### config.mk
export PLATFORM = sky130hd
export DESIGN_NAME = stream_demux_flat
export DESIGN_NICKNAME = d
export VERILOG_FILES = /design/src/rtl/stream_demux_if.sv /design/src/rtl/stream_demux.sv /design/src/flat_wrapper.sv
export SDC_FILE = /design/constraint.sdc
export NUM_CORES = 1
export LEC_CHECK = 0
export BUFFER_PORTS_ARGS = -buffer_cell sky130_fd_sc_hd__buf_4
export CORE_MARGIN = 1
export CORE_UTILIZATION = 45
export CTS_BUF_LIST = sky130_fd_sc_hd__clkbuf_4
export CTS_CLUSTER_SIZE = 16
export DETAILED_ROUTE_END_ITERATION = 7
export PLACE_DENSITY_LB_ADDON = 0.05
export SLEW_MARGIN = 20
export SYNTH_ARGS = -nofsm -noshare
export SYNTH_HDL_FRONTEND = slang
export SYNTH_SLANG_ARGS = --single-unit
### constraint.sdc
create_clock -name clk -period 3.18 [get_ports clk]
set_input_delay 0.477 -clock clk [delete_from_list [all_inputs] [get_ports clk]]
set_output_delay 0.477 -clock clk [all_outputs]
set_load 0.02 [all_outputs]
### src/rtl/stream_demux_if.sv
// rtl/stream_demux_if.sv - input stream, per-channel output bus and drop counter of stream_demux
//
// Signals:
//   s_valid/s_ready/s_data/s_last/s_sel : input packet stream, s_sel used on first beat only
//   m_valid/m_ready/m_data/m_last        : N_OUT output channels, channel k data at [k*DATA_W +: DATA_W]
//   drop_cnt                             : saturating count of packets dropped for a bad select
// Modports:
//   master : the side that feeds the input stream and consumes the outputs
//   slave  : the demultiplexer itself
interface stream_demux_if #(
    parameter int DATA_W = 8,
    parameter int N_OUT  = 8,
    parameter int SEL_W  = $clog2(N_OUT)
);
    logic                    s_valid;
    logic                    s_ready;
    logic [DATA_W-1:0]       s_data;
    logic                    s_last;
    logic [SEL_W-1:0]        s_sel;
    logic [N_OUT-1:0]        m_valid;
    logic [N_OUT-1:0]        m_ready;
    logic [N_OUT*DATA_W-1:0] m_data;
    logic [N_OUT-1:0]        m_last;
    logic [7:0]              drop_cnt;

    modport master (
        output s_valid, s_data, s_last, s_sel, m_ready,
        input  s_ready, m_valid, m_data, m_last, drop_cnt
    );

    modport slave (
        input  s_valid, s_data, s_last, s_sel, m_ready,
        output s_ready, m_valid, m_data, m_last, drop_cnt
    );
endinterface

### src/rtl/stream_demux.sv
// rtl/stream_demux.sv - 1-to-N packet demultiplexer with per-channel register stage and drop counter
//
// Ports:
//   clk   : sole clock, rising edge
//   rst_n : asynchronous active-low reset
//   bus   : stream_demux_if.slave (input stream, N_OUT output channels, drop_cnt)
//
// The destination is latched on the first beat of a packet and held until the
// accepted last beat. Each channel owns a single register slot; a slot can be
// refilled on the same edge its current beat is consumed, so a channel with
// m_ready held high sustains one beat per cycle. Packets whose select is not a
// real channel are swallowed whole and counted.
module stream_demux #(
    parameter int DATA_W = 8,
    parameter int N_OUT  = 8
) (
    input  logic           clk,
    input  logic           rst_n,
    stream_demux_if.slave  bus
);
    localparam int SEL_W = $clog2(N_OUT);
    localparam logic [SEL_W:0] N_LIM = (SEL_W + 1)'(N_OUT);

    typedef enum logic [1:0] {
        IDLE  = 2'd0,
        ROUTE = 2'd1,
        DROP  = 2'd2
    } state_e;

    state_e                        state_q, state_d;
    logic [SEL_W-1:0]              route_q, route_d;
    logic [7:0]                    drop_cnt_q, drop_cnt_d;
    logic [N_OUT-1:0]              valid_q, valid_d;
    logic [N_OUT-1:0]              last_q, last_d;
    logic [N_OUT-1:0][DATA_W-1:0]  data_q, data_d;

    logic                          sel_ok;
    logic                          routing;
    logic [SEL_W-1:0]              tgt;
    logic [N_OUT-1:0]              tgt_oh;
    logic                          ch_free;
    logic                          s_ready;
    logic                          accept;

    // Target decode. The select is widened by one bit so the range check
    // also works when N_OUT is a power of two (every code valid). A one-hot
    // target avoids indexing the channel vectors with an out-of-range select.
    always_comb begin
        sel_ok  = ({1'b0, bus.s_sel} < N_LIM);
        tgt     = (state_q == IDLE) ? bus.s_sel : route_q;
        routing = (state_q == ROUTE) || ((state_q == IDLE) && sel_ok);
        tgt_oh  = '0;
        for (int k = 0; k < N_OUT; k++) begin
            tgt_oh[k] = routing && (tgt == SEL_W'(k));
        end
        // The target slot can take a beat if empty or being drained this edge.
        ch_free = |(tgt_oh & (~valid_q | bus.m_ready));
        s_ready = routing ? ch_free : 1'b1;
        accept  = bus.s_valid && s_ready;
    end

    // Per-channel slots: a load wins over a drain so a same-edge drain and
    // refill leaves the channel valid with the new beat.
    always_comb begin
        valid_d = valid_q;
        last_d  = last_q;
        data_d  = data_q;
        for (int k = 0; k < N_OUT; k++) begin
            if (accept && tgt_oh[k]) begin
                valid_d[k] = 1'b1;
                last_d[k]  = bus.s_last;
                data_d[k]  = bus.s_data;
            end else if (bus.m_ready[k]) begin
                valid_d[k] = 1'b0;
            end
        end
    end

    // Packet FSM: next state, latched route and drop counter.
    always_comb begin
        state_d    = state_q;
        route_d    = route_q;
        drop_cnt_d = drop_cnt_q;
        unique case (state_q)
            IDLE: begin
                if (accept) begin
                    if (sel_ok) begin
                        if (!bus.s_last) begin
                            route_d = bus.s_sel;
                            state_d = ROUTE;
                        end
                    end else begin
                        if (drop_cnt_q != 8'hFF) begin
                            drop_cnt_d = drop_cnt_q + 8'd1;
                        end
                        if (!bus.s_last) begin
                            state_d = DROP;
                        end
                    end
                end
            end
            ROUTE, DROP: begin
                if (accept && bus.s_last) begin
                    state_d = IDLE;
                end
            end
            default: begin
                state_d = IDLE;
            end
        endcase
    end

    always_ff @(posedge clk or negedge rst_n) begin
        if (!rst_n) begin
            state_q    <= IDLE;
            route_q    <= '0;
            drop_cnt_q <= '0;
            valid_q    <= '0;
            last_q     <= '0;
            data_q     <= '0;
        end else begin
            state_q    <= state_d;
            route_q    <= route_d;
            drop_cnt_q <= drop_cnt_d;
            valid_q    <= valid_d;
            last_q     <= last_d;
            data_q     <= data_d;
        end
    end

    assign bus.s_ready  = s_ready;
    assign bus.m_valid  = valid_q;
    assign bus.m_last   = last_q;
    assign bus.drop_cnt = drop_cnt_q;

    for (genvar k = 0; k < N_OUT; k++) begin : g_flat
        assign bus.m_data[k*DATA_W +: DATA_W] = data_q[k];
    end
endmodule

### src/flat_wrapper.sv
// flat-port wrapper written by rule: the top's interface ports become plain ports
module stream_demux_flat 
#(
    parameter int DATA_W = 8,
    parameter int N_OUT  = 8
)
  (clk, rst_n, bus_s_valid, bus_s_data, bus_s_last, bus_s_sel, bus_m_ready, bus_s_ready, bus_m_valid, bus_m_data, bus_m_last, bus_drop_cnt);
  stream_demux_if #(.DATA_W(DATA_W), .N_OUT(N_OUT)) bus_i ();
  input  logic clk;
  input  logic rst_n;
  input wire logic [$bits(bus_i.s_valid)-1:0] bus_s_valid;
  input wire logic [$bits(bus_i.s_data)-1:0] bus_s_data;
  input wire logic [$bits(bus_i.s_last)-1:0] bus_s_last;
  input wire logic [$bits(bus_i.s_sel)-1:0] bus_s_sel;
  input wire logic [$bits(bus_i.m_ready)-1:0] bus_m_ready;
  output wire logic [$bits(bus_i.s_ready)-1:0] bus_s_ready;
  output wire logic [$bits(bus_i.m_valid)-1:0] bus_m_valid;
  output wire logic [$bits(bus_i.m_data)-1:0] bus_m_data;
  output wire logic [$bits(bus_i.m_last)-1:0] bus_m_last;
  output wire logic [$bits(bus_i.drop_cnt)-1:0] bus_drop_cnt;
  assign bus_i.s_valid = bus_s_valid;
  assign bus_i.s_data = bus_s_data;
  assign bus_i.s_last = bus_s_last;
  assign bus_i.s_sel = bus_s_sel;
  assign bus_i.m_ready = bus_m_ready;
  assign bus_s_ready = bus_i.s_ready;
  assign bus_m_valid = bus_i.m_valid;
  assign bus_m_data = bus_i.m_data;
  assign bus_m_last = bus_i.m_last;
  assign bus_drop_cnt = bus_i.drop_cnt;
  stream_demux #(.DATA_W(DATA_W), .N_OUT(N_OUT)) u_core (.clk(clk), .rst_n(rst_n), .bus(bus_i));
endmodule
==> results.ini <==
[placement]
portBuffers=103
dp_cells=433
dp_slack_ps=435.0
dp_hpwl_mm=5.314
placed_cell_area_um2=4452
globalplace.congestion=0.8295

[critical_path]
end_kind=output port
slowest_delay_ps=550
path_cells=mux2i_4, mux2_2, a32o_1, nor2_1, inv_1, buf_4
critPathMaxFanout=9
crit_slowest_cell=dfrtp_1
cp.required_ps=2700
crit_type=register to output port
startpoint_type=register
cp.arrival_ps=2530

[cts]
clkTransAtPathRegs_ps=140
postCtsHoldBufs=0
cts_buffers=9
post-cts-setup-buffer-count=0
cts_resized=0
cts_tree=built
cts_root_buf=clkbuf_4
clk_latency_ps=430
cts.sinks=84
htree_levels=3
cts.path.max_buffers=2

[sta]
setup_tns_ps=0
fin_ws_ps=172.3
rsz0062_at_grt=false
final-setup-viol-count=0
slew_violations=0
final_hold_viol_count=0
min_period_ps=3008
final.setup_skew_ps=13.45
slew_headroom=0.4570
max_freq_mhz=332.5
worstMarginPinSlew_ps=814.5
hold_ws_ps=59.68
fin_crit_sh=0.9458

[finish]
finalNonFillerCells=449
multi_input_area_um2=1376
final_nets=365
final_common_cell=buf_4
final_cell_mix=107 x buf_4, 84 x dfrtp_1, 51 x mux2_2, 18 x mux2_4, 11 x clkbuf_4
fill_cells=641
regArea_um2=2102
drive_gt1_frac=0.5879
area_growth_pct=29.73
antenna_cells=0
utilization=0.6009
final_cell_area_um2=4619

[drt]
ant_nets=0
firstDrtPassIters=4
wl_per_cell_um=17.44
route.vias.total=2268
via_per_inst=5.051
drt_iter0_markers=71
routed_wl_mm=7.831
drc=0

[global_route]
grt_pass1_vias=2259
grt_antenna_before_repair=0
grt_max_degree=85
grt_pass1_wl_mm=12.49
grt.busiest_layer=met2
grtUsageMet2=0.2910
grt_overflow_total=0
use_met3=0.05695
grt_usage=0.2014
use_met1=0.2859

[logic_synthesis]
postSynth.asyncResetShare=1.000
ys_seq_area_frac=0.5903
syn_area_um2=3561
syn-instance-count=227
ys_ff_latch=84
synth_cell_type_count=32
yosysWarnings=0
postSynthAreaPerCell_um2=15.69
synthFlopType=dfrtp_1
synth_edf_count=0

[power_and_ir_drop]
leakage_nw=2.185
peakVddDrop_mv=0.5424
total_power_mw=5.274
pwr_density_cell_nw_per_um2=1142

[floorplan]
rows=32
die_w_um=90.96
core-area_um2=7687
initial_core_util=0.4632
top_level_ports=112
die_height_um=90.96
dieArea_um2=8273

[run]
max-cap-violations=0

[status]
status=complete, no violations

[hold_path]
hold_path_class=input port to async pin

[layout make-up]
cell class	count	share of cell area
clock buffers	11	0.01788
clock inverters	5	0.01842
inverters	6	0.004875
multi-input cells	133	0.2979
flip-flops and latches	84	0.4550
well taps	102	0.02763
repair buffers	108	0.1782
[path summary, 6_finish.rpt]
| path | start | end | slack, ps | cells past startpoint |
|---|---|---|---|---|
| min in group clk | bus_m_ready[2] | u_core.bus.m_valid[2] | 230 | 2 |
| worst min-delay path | rst_n | u_core.bus.m_data[41] | 60 | 2 |
| worst min register to register | u_core.bus.m_last[5] | u_core.bus.m_last[5] | 510 | 1 |
| worst max-delay path | u_core.state_q[0] | bus_s_ready | 170 | 6 |
| max in group asynchronous | rst_n | u_core.bus.m_data[26] | 2760 | 2 |
| worst max register to register | u_core.state_q[0] | u_core.bus.m_data[20] | 440 | 5 |
[per-layer routing]
layer  vias to the layer above  part of all wire
li1                       1039                 -
met1                      1141              0.47
met2                        77              0.45
met3                        11             0.064
met4                         0             0.016
met5                         -                 0
[registers in the layout, indices dropped and copies added, names as in the netlist]
register,flops
u_core.bus.m_last,8
u_core.bus.m_valid,8
u_core.state_q,1
u_core.route_q,3
u_core.bus.m_data,64
[worst max-delay path, delay by kind of cell (launching register included)]
family          cells  cell delay [ps]
flops               1              550
mux                 2              880
simple gates        1              160
compound gates      1              320
buf+inv             2              210
[logic make-up (layout without fill, tap and decap cells)]
kind of cell / after synthesis / in the layout / synth area share
simple gates: 21 / 21 / 0.03198
other cells: 1 / 8 / 0.001053
buf+inv: 17 / 130 / 0.03057
mux: 80 / 80 / 0.2737
flops: 84 / 84 / 0.5903
compound gates: 24 / 24 / 0.07238
[Yosys cell counts, types with 3 or more instances]
cell type	count	share of area
buf_4	8	0.017
nand2b_1	10	0.018
a21oi_2	4	0.0098
mux2_2	51	0.16
mux2i_1	4	0.011
dfrtp_1	84	0.59
inv_1	5	0.0053
nand2_1	5	0.0053
mux2_4	18	0.076
mux2_1	6	0.019
o22ai_1	4	0.0070
o21ai_0	3	0.0042
[power by group]
part           leakage [nW]  switching [mW]  internal (mW)
Clock                0.0877           0.376          0.341
Combinational          1.07            1.38           1.29
Sequential             1.03           0.311           1.58
Total                  2.19            2.06           3.21
Power figures use the tool's default switching activity.
